## src/rtl/collision_probe_pkg.sv

```systemverilog
// Shared constants for the collision probe: coordinate width, corner
// indices into corner_hit, and the probe FSM state encoding.
package collision_probe_pkg;

    localparam int unsigned COORD_W = 10;

    localparam int unsigned CORNER_TL = 0;
    localparam int unsigned CORNER_TR = 1;
    localparam int unsigned CORNER_BL = 2;
    localparam int unsigned CORNER_BR = 3;

    typedef enum logic [2:0] {
        IDLE,
        Q_TL,
        Q_TR,
        Q_BL,
        Q_BR,
        DONE
    } probe_state_t;

endpackage

```

## src/rtl/collision_probe.sv

```systemverilog
// Walks the four corners of the proposed player box through the level map's
// collision port, one per cycle, and reports corner and edge hits.
module collision_probe
    import collision_probe_pkg::*;
#(
    parameter int unsigned BOX_W = 32,
    parameter int unsigned BOX_H = 32
) (
    input  logic               clk,
    input  logic               rst_n,
    input  logic               start,
    input  logic [COORD_W-1:0] pos_x,
    input  logic [COORD_W-1:0] pos_y,
    input  logic [3:0]         dx,
    input  logic [3:0]         dy,
    output logic [COORD_W-1:0] q_x,
    output logic [COORD_W-1:0] q_y,
    input  logic               tile_hit,
    output logic               busy,
    output logic               done,
    output logic [3:0]         corner_hit,
    output logic               hit_top,
    output logic               hit_bottom,
    output logic               hit_left,
    output logic               hit_right,
    output logic               blocked
);

    localparam logic [COORD_W-1:0] OFF_X = COORD_W'(BOX_W - 1);
    localparam logic [COORD_W-1:0] OFF_Y = COORD_W'(BOX_H - 1);

    probe_state_t state, state_nx;

    logic [COORD_W-1:0] nx_r, ny_r;
    logic [COORD_W-1:0] nx_c, ny_c;
    logic [COORD_W-1:0] far_x, far_y;
    logic [CORNER_BL:0] shadow;
    logic               take;

    // Coordinates wrap modulo 1024; wrapped corners land off-map and read solid.
    assign nx_c  = pos_x + {{(COORD_W-4){dx[3]}}, dx};
    assign ny_c  = pos_y + {{(COORD_W-4){dy[3]}}, dy};
    assign far_x = nx_r + OFF_X;
    assign far_y = ny_r + OFF_Y;

    assign take = start && ((state == IDLE) || (state == DONE));

    always_ff @(posedge clk or negedge rst_n) begin
        if (!rst_n) begin
            state <= IDLE;
        end else begin
            state <= state_nx;
        end
    end

    always_comb begin
        state_nx = state;
        case (state)
            IDLE:    if (take) state_nx = Q_TL;
            Q_TL:    state_nx = Q_TR;
            Q_TR:    state_nx = Q_BL;
            Q_BL:    state_nx = Q_BR;
            Q_BR:    state_nx = DONE;
            DONE:    state_nx = take ? Q_TL : IDLE;
            default: state_nx = IDLE;
        endcase
    end

    // q_x/q_y are loaded one cycle ahead so each Q state presents its own corner.
    always_ff @(posedge clk or negedge rst_n) begin
        if (!rst_n) begin
            nx_r       <= '0;
            ny_r       <= '0;
            q_x        <= '0;
            q_y        <= '0;
            shadow     <= '0;
            corner_hit <= '0;
        end else if (take) begin
            nx_r <= nx_c;
            ny_r <= ny_c;
            q_x  <= nx_c;
            q_y  <= ny_c;
        end else begin
            case (state)
                Q_TL: begin
                    shadow[CORNER_TL] <= tile_hit;
                    q_x               <= far_x;
                    q_y               <= ny_r;
                end
                Q_TR: begin
                    shadow[CORNER_TR] <= tile_hit;
                    q_x               <= nx_r;
                    q_y               <= far_y;
                end
                Q_BL: begin
                    shadow[CORNER_BL] <= tile_hit;
                    q_x               <= far_x;
                    q_y               <= far_y;
                end
                Q_BR: begin
                    corner_hit <= {tile_hit, shadow};
                end
                default: ;
            endcase
        end
    end

    assign busy       = (state == Q_TL) || (state == Q_TR) ||
                        (state == Q_BL) || (state == Q_BR);
    assign done       = (state == DONE);
    assign hit_top    = corner_hit[CORNER_TL] | corner_hit[CORNER_TR];
    assign hit_bottom = corner_hit[CORNER_BL] | corner_hit[CORNER_BR];
    assign hit_left   = corner_hit[CORNER_TL] | corner_hit[CORNER_BL];
    assign hit_right  = corner_hit[CORNER_TR] | corner_hit[CORNER_BR];
    assign blocked    = |corner_hit;

endmodule
```

## config.mk

```make
export PLATFORM = sky130hd
export DESIGN_NAME = collision_probe
export DESIGN_NICKNAME = d
export VERILOG_FILES = /design/src/rtl/collision_probe_pkg.sv /design/src/rtl/collision_probe.sv
export SDC_FILE = /design/constraint.sdc
export NUM_CORES = 1
export LEC_CHECK = 0
export ABC_AREA = 1
export CAP_MARGIN = 20
export CORE_ASPECT_RATIO = 1.2
export CORE_MARGIN = 3
export CORE_UTILIZATION = 53
export CTS_CLUSTER_DIAMETER = 120
export DETAILED_ROUTE_END_ITERATION = 16
export PLACE_DENSITY_LB_ADDON = 0.05
export SLEW_MARGIN = 20
export SYNTH_ARGS = -nofsm -noshare
export SYNTH_HDL_FRONTEND = slang
export SYNTH_SLANG_ARGS = --single-unit
```

## constraint.sdc

```tcl
create_clock -name clk -period 1.57 [get_ports clk]
set_input_delay 0.3925 -clock clk [delete_from_list [all_inputs] [get_ports clk]]
set_output_delay 0.3925 -clock clk [all_outputs]
set_load 0.005 [all_outputs]
```

After elaboration in Yosys (flattened, before gate mapping)
Index checks and enable logic that the tools add are counted.

word-level totals
  input port bits = 32
  logic and storage cells = 46
  bits in registers = 50

operators by class
  muxes and demuxes = 7
  eq/ne operators = 6
  $add $sub $neg = 4
  bitwise operators = 5
  reduce and logical (&&, ||, !) cells = 15

operator list
  operator                                                                count
  10-bit case mux with 2 select lines                                     2
  10-bit adder                                                            2
  10-bit by 5-bit adder with 10-bit output (second input constant)        2
  10-bit 2-to-1 mux                                                       2
  3-bit case mux with 6 select lines                                      1
  2-bit AND reduction                                                     4
  3-bit by 2-bit equality test with 1-bit output (second input constant)  2
  3-bit equality test (second input constant)                             2
  3-bit nonzero test                                                      2
  1-bit logical OR                                                        4
  1-bit OR                                                                4
  2-bit OR reduction                                                      2
  4-bit OR reduction                                                      1
  3-bit by 1-bit equality test with 1-bit output (second input constant)  1
  3-bit logical NOT                                                       1
  3-bit 2-to-1 mux                                                        1
  2-bit != test (second input constant)                                   1
  1-bit logical AND                                                       1
  1-bit 2-to-1 mux                                                        1
  1-bit inverter                                                          1

Longest topological paths before layout
Gate-level depths: netlist of the first run.

  depth after elaboration = 5
  depth in mapped cells = 13

Worst setup path after synthesis of the first run
Ideal clock, no wire load.

  path kind = input to register
  from = input pos_y[0]
  to = register q_y[8]
  buffers on the path = 0
  setup slack = -142 ps
  stages on the path = 13
  data required time = 1453 ps
  arrival time = 1595 ps
  path through = ha_1 inv_1 fa_1 inv_1 nand3_1 nand2_1 nand3_1 nand2_1 nand2_1 nand3_1 nand2_1 nand2_1 nand2_1

on the way
  longest elaborated chain between the ends = 2

RTL lines
  element               RTL line               text
  start, declared       collision_probe.sv:13  input logic [COORD_W-1:0] pos_y,
  10-bit adder          collision_probe.sv:42  assign ny_c = pos_y + {{(COORD_W-4){dy[3]}}, dy};
  10-bit 2-to-1 mux     collision_probe.sv:78  end else if (take) begin
  end signal, assigned  collision_probe.sv:82  q_y <= ny_c;
  end signal, assigned  collision_probe.sv:88  q_y <= ny_r;
  end signal, assigned  collision_probe.sv:93  q_y <= far_y;
  end, declared         collision_probe.sv:17  output logic [COORD_W-1:0] q_y,

No other way between the ends.
A chain may end at the register's enable or synchronous reset.

Worst setup path after layout of the first run
  from = register state[0]
  to = register q_y[6]

on the way
  longest elaborated chain between the ends = 4

RTL lines
  element                                                                   RTL line                                      text
  start, declared                                                           collision_probe.sv:32                         probe_state_t state, state_nx;
  start signal, assigned                                                    collision_probe.sv:52                         state <= state_nx;
  3-bit by 2-bit equality test with 1-bit output (tied with other cells)    collision_probe.sv:84                         case (state)
  2-bit OR reduction (no line) or 1-bit logical OR (tied branches)          --
  10-bit case mux with 2 select lines or 1-bit logical AND (tied branches)  collision_probe.sv:84, collision_probe.sv:46
  10-bit 2-to-1 mux or 3-bit nonzero test (tied branches)                   --

Parallel ways exist; a longest one is shown, timed or not.

==> results of run 1 <==
critical path, cell delays in order, from the launching register on:
cell and delay, ns:
dfrtp_1 0.41, buf_4 0.16, nor2_4 0.18, nand2_4 0.09, nand2_4 0.10, nand2_8 0.09
buf_4 0.18, buf_16 0.13, nor2_1 0.15, nand2_1 0.12, a21boi_1 0.19
layer usage:
layer / vias up / part of all wire / track usage / routed length, um
li1: 1906 / - / - / -
met1: 2160 / 0.35 / 0.332 / 5250
met2: 388 / 0.50 / 0.551 / 7480
met3: 157 / 0.070 / 0.0391 / 1060
met4: 0 / 0.085 / 0.172 / 1280
met5: - / 0 / 0 / 0
registers in the layout, summed over array words and instances (netlist names):
name        flops
nx_r           10
shadow          3
q_y            10
ny_r           10
state           3
corner_hit      4
q_x            10
Yosys cell counts:
library cell  count
nand2_2           1
buf_2             5
inv_1            68
nand2_1         142
o21ai_1           6
nand3_1          54
ha_1             20
a21o_1            2
buf_4             1
clkbuf_1          1
nor3_1            3
o21ai_0          28
o21a_1            4
a31oi_1           1
nor2_4            1
nand2_4           1
or2_2             2
o21bai_1          1
nor2_2            1
or2_0             5
fa_1              2
dfrtp_1          50
xor2_1            3
nand3b_1          3
a2bb2oi_1         3
a21oi_1          27
o22ai_1           3
buf_6             3
nand4_1           8
a21boi_1          2
nor2_1           36
xnor2_1           3
inv_2             4
o221ai_1          1
cell families (layout without fill, tap and decap cells):
logic type,after synthesis,after routing
buf+inv,82,234
xor+xnor,6,6
compound gates,78,78
simple gates,257,257
flops,50,50
fa+ha+maj,22,22
final timing paths:
check                          to  slack (ns)  cells after the start
min in group asynchronous  q_y[6]        0.50                      2
hold / removal             q_x[7]        0.49                      2
hold reg to reg            q_x[7]        0.49                      2
setup / recovery           q_y[6]       -0.30                     10
setup reg to reg           q_y[6]       -0.30                     10
max in group asynchronous  q_x[4]        0.52                      3
layout make-up:
class,instances,area (um^2),area share
tap,82,103,0.0182
timing repair buffer,154,1480,0.262
multi-input combinational,363,2400,0.426
clock buffer,5,68.8,0.0122
sequential,50,1250,0.222
clock inverter,3,40.0,0.00711
inverter,72,290,0.0516
metrics by stage:
step           utilization  TNS, ns  hold WS (ns)
3_3_place_gp         0.737   -19.79         0.312
6_report             0.907    -6.13         0.490
2_1_floorplan            -   -0.108        0.0969
3_5_place_dp         0.737   -21.21         0.317
4_1_cts              0.849    -1.07         0.492
5_1_grt              0.907    -7.95         0.509
where the power goes:
part           switching [mW]  internal [mW]
clock network           0.485          0.471
logic                    4.00           3.46
registers               0.567           1.96
repair_timing:
item / 4_1_cts / 5_1_grt
hold buffers: 1 / 0
setup endpoints to repair: 50 / 58
gates cloned: 1 / 2
pin swaps: 21 / 20
setup buffers: 25 / 12
resized for setup: 154 / 74
endpoints found under the hold margin: 13 / 0
==> results.cfg, run 1 <==
[status]
status = finished with violations
violations = setup timing

[timing]
min_period_ns = 1.87
fin_ws_ns = -0.296
rsz0062_at_grt = yes
hold_viol_final = 0
finalMaxSlewViolations = 0
fin_crit_sh = 1.19
clock.fmax_ghz = 0.536
max-slew-margin-rel = 0.746
tightest_slew_ns = 0.377
setup_viol = 43
fin_skew_ns = 0.0216

[route]
drc = 0
drt-total-wl_um = 15100
drt_pass1_iterations = 6
vias = 4611
vias_per_cell = 6.33
ant_nets = 0
wl_per_cell_um = 20.7
drt_iter0_drc = 589

[cells_and_area]
area_growth_pct = 62.1
drive_above_1_share = 0.331
fillers = 252
layout.cells.most_common = nand2_1
post_layout_nonfiller_instances = 729
final_area_um2 = 5630
nets = 700
layout_common_cells = nand2_1, buf_4, inv_1, dfrtp_1, nand3_1
antenna_cells = 0

[cts]
cts_buffers = 5
clock-sinks = 50
clockBufferDepth = 2
root_buffer = clkbuf_8
clk_pin_slew_worst_paths_ns = 0.11
cts-htree-levels = 2
cts_tree = done
insertion_delay_ns = 0.32

[worst_setup_path]
critPathLaunchType = register
arrival_ns = 2.11
cp-startpoint = state[0]
required_ns = 1.82
worstSetupPathType = reg -> reg
timing.rr.start = state[0]
endpoint_kind = register
cp_max_fo = 5

[global_routing]
gr-usage-all-layers = 0.302
grt-ovfl-total = 0
grt_max_degree = 38
grt_pass1_vias = 4053
grt_pass1_wl_um = 18100
grt_antenna_before_repair = 0

[logic_synthesis]
synth_compound_area_frac = 0.125
yosys.area.top_type = dfrtp_1
synthMuxAreaShare = 0
yosysWarnings = 0
yosysSeqAreaShare = 0.360
synth-xor-area-share = 0.0151
ys_seq_elements = 50
netlist_instances = 495
netlist.area_leader.share = 0.360
synth_area_um2 = 3470
syn-num-nets = 549
synth.avg_cell_area_um2 = 7.01
synth_simple_gate_area_frac = 0.318
synthTopCellsByArea = dfrtp_1, nand2_1, nand3_1
synth_top_family_by_area = simple AND/OR/NAND/NOR gates
synth_fa_ha_area_frac = 0.0836
ys_types = 34

[floorplanning]
row_count = 31
fp.dieW_um = 79.9
ios = 63
start_util = 0.559
core_area_um2 = 6210
die_height_um = 94.7
die_area_um2 = 7560

[power_and_ir_drop]
ir_drop_mv = 1.29
power.density_nw_per_um2 = 1940
power.leakage_nw = 2.93
power_mw = 10.9

[placed_design]
placed_area_um2 = 4570
finalWeightedCongestion = 0.906
dp_hpwl_um = 6860
dp_cells = 682
place_ws_ns = -0.719
io_buffers = 62

[job]
maxCapViolCount = 0

[worst_hold_path]
min_path_type = reg -> reg
min_from = q_x[7]
(Power assumes the default switching activity.)
==> run 2, diff against run 1 <==
- GPL_ROUTABILITY_DRIVEN: default -> 0
==> results of run 2 <==
Final layout, timing and power as in run 1 (identical DEF).
